[config.mk]
export PLATFORM = sky130hd
export DESIGN_NAME = alu_issue_ctrl
export DESIGN_NICKNAME = d
export VERILOG_FILES = /design/src/rtl/alu_issue_ctrl.sv
export SDC_FILE = /design/constraint.sdc
export NUM_CORES = 1
export LEC_CHECK = 0
export CAP_MARGIN = 20
export CORE_ASPECT_RATIO = 1.75
export CORE_MARGIN = 3
export CORE_UTILIZATION = 45
export CTS_BUF_LIST = sky130_fd_sc_hd__clkbuf_4
export DETAILED_ROUTE_END_ITERATION = 10
export GPL_TIMING_DRIVEN = 1
export MAX_ROUTING_LAYER = met4
export PLACE_DENSITY = 0.93
export SLEW_MARGIN = 20
export SYNTH_ARGS = -nofsm -noshare
export SYNTH_HDL_FRONTEND = slang
export SYNTH_SLANG_ARGS = --single-unit
[constraint.sdc]
create_clock -name clk -period 2.6 [get_ports clk]
set_input_delay 0.52 -clock clk [delete_from_list [all_inputs] [get_ports clk]]
set_output_delay 0.52 -clock clk [all_outputs]
set_load 0.1 [all_outputs]
[src/rtl/alu_issue_ctrl.sv]
// alu_issue_ctrl: issues one request at a time to a registered ALU, waits out
// its result and zero-flag latency, and returns result/zero/tag over a
// valid/ready response port with backpressure.
// Optional build macro: ALU_ISSUE_FASTZ_EN -- zero flag computed locally from
// alu_out and captured one cycle earlier (in OUT), alu_z ignored.
module alu_issue_ctrl #(
  parameter int unsigned N     = 16,
  parameter int unsigned TAG_W = 4
) (
  input  logic             clk,
  input  logic             rst_n,
  input  logic             req_valid,
  output logic             req_ready,
  input  logic [2:0]       req_op,
  input  logic [N-1:0]     req_a,
  input  logic [N-1:0]     req_b,
  input  logic [TAG_W-1:0] req_tag,
  output logic [N-1:0]     alu_in1,
  output logic [N-1:0]     alu_in2,
  output logic [2:0]       alu_op,
  input  logic [N-1:0]     alu_out,
  input  logic [15:0]      alu_z,
  output logic             rsp_valid,
  input  logic             rsp_ready,
  output logic [N-1:0]     rsp_data,
  output logic             rsp_zero,
  output logic             rsp_err,
  output logic [TAG_W-1:0] rsp_tag
);

  typedef enum logic [2:0] {
    S_IDLE,
    S_EXEC,
    S_OUT,
    S_ZWAIT,
    S_ERR
  } state_t;

  localparam logic [2:0] OP_ILLEGAL = 3'd7;

  state_t           r_state;
  state_t           w_state_nxt;
  logic [TAG_W-1:0] r_tag;
  logic             w_accept;
  logic             w_accept_op;
  logic             w_accept_ill;
  logic             w_slot;
  logic             w_cap_ok;
  logic             w_cap_err;
  logic             w_zero;
  logic             w_unused_z;

  assign req_ready = (r_state == S_IDLE);
  assign w_accept  = req_valid && req_ready;
  assign w_slot    = !rsp_valid || rsp_ready;

`ifdef ALU_ISSUE_FASTZ_EN
  assign w_zero     = (alu_out == '0);
  assign w_unused_z = ^alu_z;
`else
  assign w_zero     = alu_z[0];
  assign w_unused_z = ^alu_z[15:1];
`endif

  // Next-state and capture/accept strobes
  always_comb begin
    w_state_nxt  = r_state;
    w_accept_op  = 1'b0;
    w_accept_ill = 1'b0;
    w_cap_ok     = 1'b0;
    w_cap_err    = 1'b0;
    case (r_state)
      S_IDLE: begin
        if (w_accept) begin
          if (req_op == OP_ILLEGAL) begin
            w_accept_ill = 1'b1;
            w_state_nxt  = S_ERR;
          end else begin
            w_accept_op = 1'b1;
            w_state_nxt = S_EXEC;
          end
        end
      end
      S_EXEC: w_state_nxt = S_OUT;
      S_OUT: begin
`ifdef ALU_ISSUE_FASTZ_EN
        if (w_slot) begin
          w_cap_ok    = 1'b1;
          w_state_nxt = S_IDLE;
        end
`else
        w_state_nxt = S_ZWAIT;
`endif
      end
      S_ZWAIT: begin
`ifdef ALU_ISSUE_FASTZ_EN
        w_state_nxt = S_IDLE;
`else
        if (w_slot) begin
          w_cap_ok    = 1'b1;
          w_state_nxt = S_IDLE;
        end
`endif
      end
      S_ERR: begin
        if (w_slot) begin
          w_cap_err   = 1'b1;
          w_state_nxt = S_IDLE;
        end
      end
      default: w_state_nxt = S_IDLE;
    endcase
  end

  // State register
  always_ff @(posedge clk or negedge rst_n) begin
    if (!rst_n) r_state <= S_IDLE;
    else        r_state <= w_state_nxt;
  end

  // ALU operand/opcode registers: only ever changed by a legal accept
  always_ff @(posedge clk or negedge rst_n) begin
    if (!rst_n) begin
      alu_in1 <= '0;
      alu_in2 <= '0;
      alu_op  <= '0;
    end else if (w_accept_op) begin
      alu_in1 <= req_a;
      alu_in2 <= req_b;
      alu_op  <= req_op;
    end
  end

  // Tag latched on any accept, legal or illegal
  always_ff @(posedge clk or negedge rst_n) begin
    if (!rst_n)                           r_tag <= '0;
    else if (w_accept_op || w_accept_ill) r_tag <= req_tag;
  end

  // Response holding register; a capture on a consume edge replaces the old entry
  always_ff @(posedge clk or negedge rst_n) begin
    if (!rst_n) begin
      rsp_valid <= 1'b0;
      rsp_data  <= '0;
      rsp_zero  <= 1'b0;
      rsp_err   <= 1'b0;
      rsp_tag   <= '0;
    end else if (w_cap_ok) begin
      rsp_valid <= 1'b1;
      rsp_data  <= alu_out;
      rsp_zero  <= w_zero;
      rsp_err   <= 1'b0;
      rsp_tag   <= r_tag;
    end else if (w_cap_err) begin
      rsp_valid <= 1'b1;
      rsp_data  <= '0;
      rsp_zero  <= 1'b0;
      rsp_err   <= 1'b1;
      rsp_tag   <= r_tag;
    end else if (rsp_ready) begin
      rsp_valid <= 1'b0;
    end
  end

endmodule

==> metrics.txt <==
# IOs=134; hold_buf cts=0; Post-Synthesis Cells=approximately 280; top-count cell post-synth=nand2_1; WL final=a little over 7000 um; dominant cell type by area after synthesis=dfrtp_1; #FFs+latches synth=65; DR WL/cell=approximately 15 um; top_reg_cell synth=dfrtp_1; global routing's busiest layer=met2; max-cap viol count=0; non-filler instance count after layout=478; largest net degree at the start of global routing=33; worst path cell trace=nor3_4 > buf_12; reg2reg end=alu_op[2]$_DFFE_PN0P_; TritonRoute pass-1 iters=4; first-pass GRT wire length=~11,000 um; Crit path arrival time=approximately 1.5 ns; Clock transition at path regs=around 0.11 ns; CTS sink count=65; commonest cells in the netlist=nand2_1 (98), dfrtp_1 (65), o22ai_1 (25); setup repair bufs after CTS=0; Synth Cell Area=about 2700 um^2; Distinct cells, synth=29; antenna violations before repair=0; CTS tree=built; post-synth net total=354; total gr overflow=0; TritonCTS buffer count=9; ANT nets after route=0; sequential-to-total area share from yosys stat=~60%; GR Util met3=4.678%; row cnt=36; PortBufs=about 120; fin nets=approximately 470; die area=6978 um^2; crit path launch=r_state[0]$_DFFE_PN0P_; GR Util met1=between 20% and 30%; clk_skew=roughly 0.015 ns; Slew HR=~56%; Final Max Tran Viols=0; # resized after CTS=0; Core Area=roughly 5700 um^2; Antenna diodes=0; starting density of the core=47.40%; dpl cells=462; async set or reset register ratio after synthesis=between 90% and 100%; RSZ-0062 raised after global routing=false; crit path kind=reg -> out; EDFF count, synth=0; Period Utilization, post-route=between 70 and 80%; CP Buf/Inv Count=1; width of the die=about 64 um; Critical Path Sink=req_ready; CP max FO=12; Via density=just over 5; initial DRC count=about 150; GRT Util Overall=21.48%; Skew-Pair Late Insertion Delay=approximately 0.41 ns; minimum clock period=between 2 and 2.5 ns; Clock Path Buffers=2; Hold Crit Class=in -> async; synthesized area per cell=approximately 9.6 um^2; r2r worst-path depth=4; area growth from synthesis to layout=45.49%; final-report hold violation count=0; total negative slack=0 ns; Worst path max stage delay=between 0.5 and 0.6 ns; crit path capture type=primary output; ranking of synthesized cells by area=dfrtp_1 (60%), nand2_1 (14%), o22ai_1 (5.8%); CP Launch Type=flip-flop; YS warnings=0; Die Ht=~110 um; # setup viols final=0; Critical Path RT=~2.1 ns; Highest Clock Rate=497.0 MHz; GPL Wtd Cong=0.6925; htree depth=3; share of the synthesized area in the top cell type=between 60% and 70%; layout cells sized above 1=about 22%; CP Depth=2; Reg2Reg Setup Slack=approximately 0.65 ns; grt met2 use=between 30 and 40%; HPWL after DPL=roughly 5400 um; Remaining DRCs=0; worst r2r src=r_state[0]$_DFFE_PN0P_; vias in the first global route=around 2.4k; CP max-delay cell=dfrtp_1; Clock Tree Root=clkbuf_4; status=completed; slew at the pin closest to its max-slew limit=0.6614 ns; family with the most delay on the worst path=flip-flops; vias post-DR=2,422
-- state kept, by name (all words and copies together) (netlist names) --
name and cells:
r_tag 4, alu_in2 16, rsp_tag 4, r_state 3, rsp_valid 1, rsp_data 16, rsp_zero 1, rsp_err 1
alu_op 3, alu_in1 16
-- placed cells by master, fill, tap and decap left out --
cell	instances
clkinv_2	2
bufinv_16	1
a31oi_1	1
mux2_1	1
and2_0	1
inv_1	1
a211oi_2	1
nor3b_1	1
a21oi_1	23
nor2_2	1
nand4b_2	1
clkinv_1	1
nand3_1	3
nor3_1	2
clkinvlp_4	2
nor3_4	1
dfrtp_1	65
nor2_1	20
clkbuf_4	10
mux2_2	4
and3_1	2
clkdlybuf4s50_1	58
buf_12	2
o22ai_1	25
o21ai_0	3
nor2b_1	1
buf_2	1
nand3b_1	1
buf_4	63
nand2_1	98
a32oi_1	1
nand2b_1	2
nand3_2	1
o22a_1	2
-- stage by stage --
step	util [%]	setup WS, ns	cell area, um^2	hold slack [ns]
floorplan	-	0.4434	2690	0.2244
global placement	66.60	0.3744	3780	0.4608
detailed placement	66.60	0.2817	3780	0.4634
CTS	68.96	0.5579	3914	0.08509
global route	68.96	0.4836	3914	0.1046
finish	68.96	0.5878	3914	0.1003
-- final cells by class --
type	count	area (um^2)
Sequential cell	65	1627
Clock inverter	6	58.81
Multi-Input combinational cell	196	955.9
Timing Repair Buffer	124	1099
Fill cell	467	1762
Inverter	1	3.754
Tap cell	76	95.09
Clock buffer	10	75.07
-- per-layer routing --
metal | up-vias | part of all wire, %
li1 | 1175 | -
met3 | 12 | 5.8
met2 | 94 | 55
met5 | - | 0
met4 | 0 | 1.5
met1 | 1141 | 38
-- kinds of logic (layout without fill, tap and decap cells) --
family,Yosys count,after routing,share of synthesized area [%]
buffers and inverters,18,141,4.000
DFF,65,65,60.47
and+or+nand+nor,135,135,21.12
AOI/OAI and AO/OA,56,56,12.33
muxes,5,5,2.093
-- how the worst min path moves through the flow --
stage	from	to
6_report	rst_n	alu_in2[15]$_DFFE_PN0P_
5_1_grt	rst_n	alu_in1[3]$_DFFE_PN0P_
4_1_cts	rst_n	r_tag[2]$_DFFE_PN0P_
3_5_place_dp	alu_in2[8]$_DFFE_PN0P_	alu_in2[8]$_DFFE_PN0P_
3_3_place_gp	alu_in2[0]$_DFFE_PN0P_	alu_in2[0]$_DFFE_PN0P_
2_1_floorplan	rst_n	alu_in1[0]$_DFFE_PN0P_
Power is left out: the tool's default activity adds up to more than one toggle a clock period on the data nets, which glitch-free logic cannot reach.
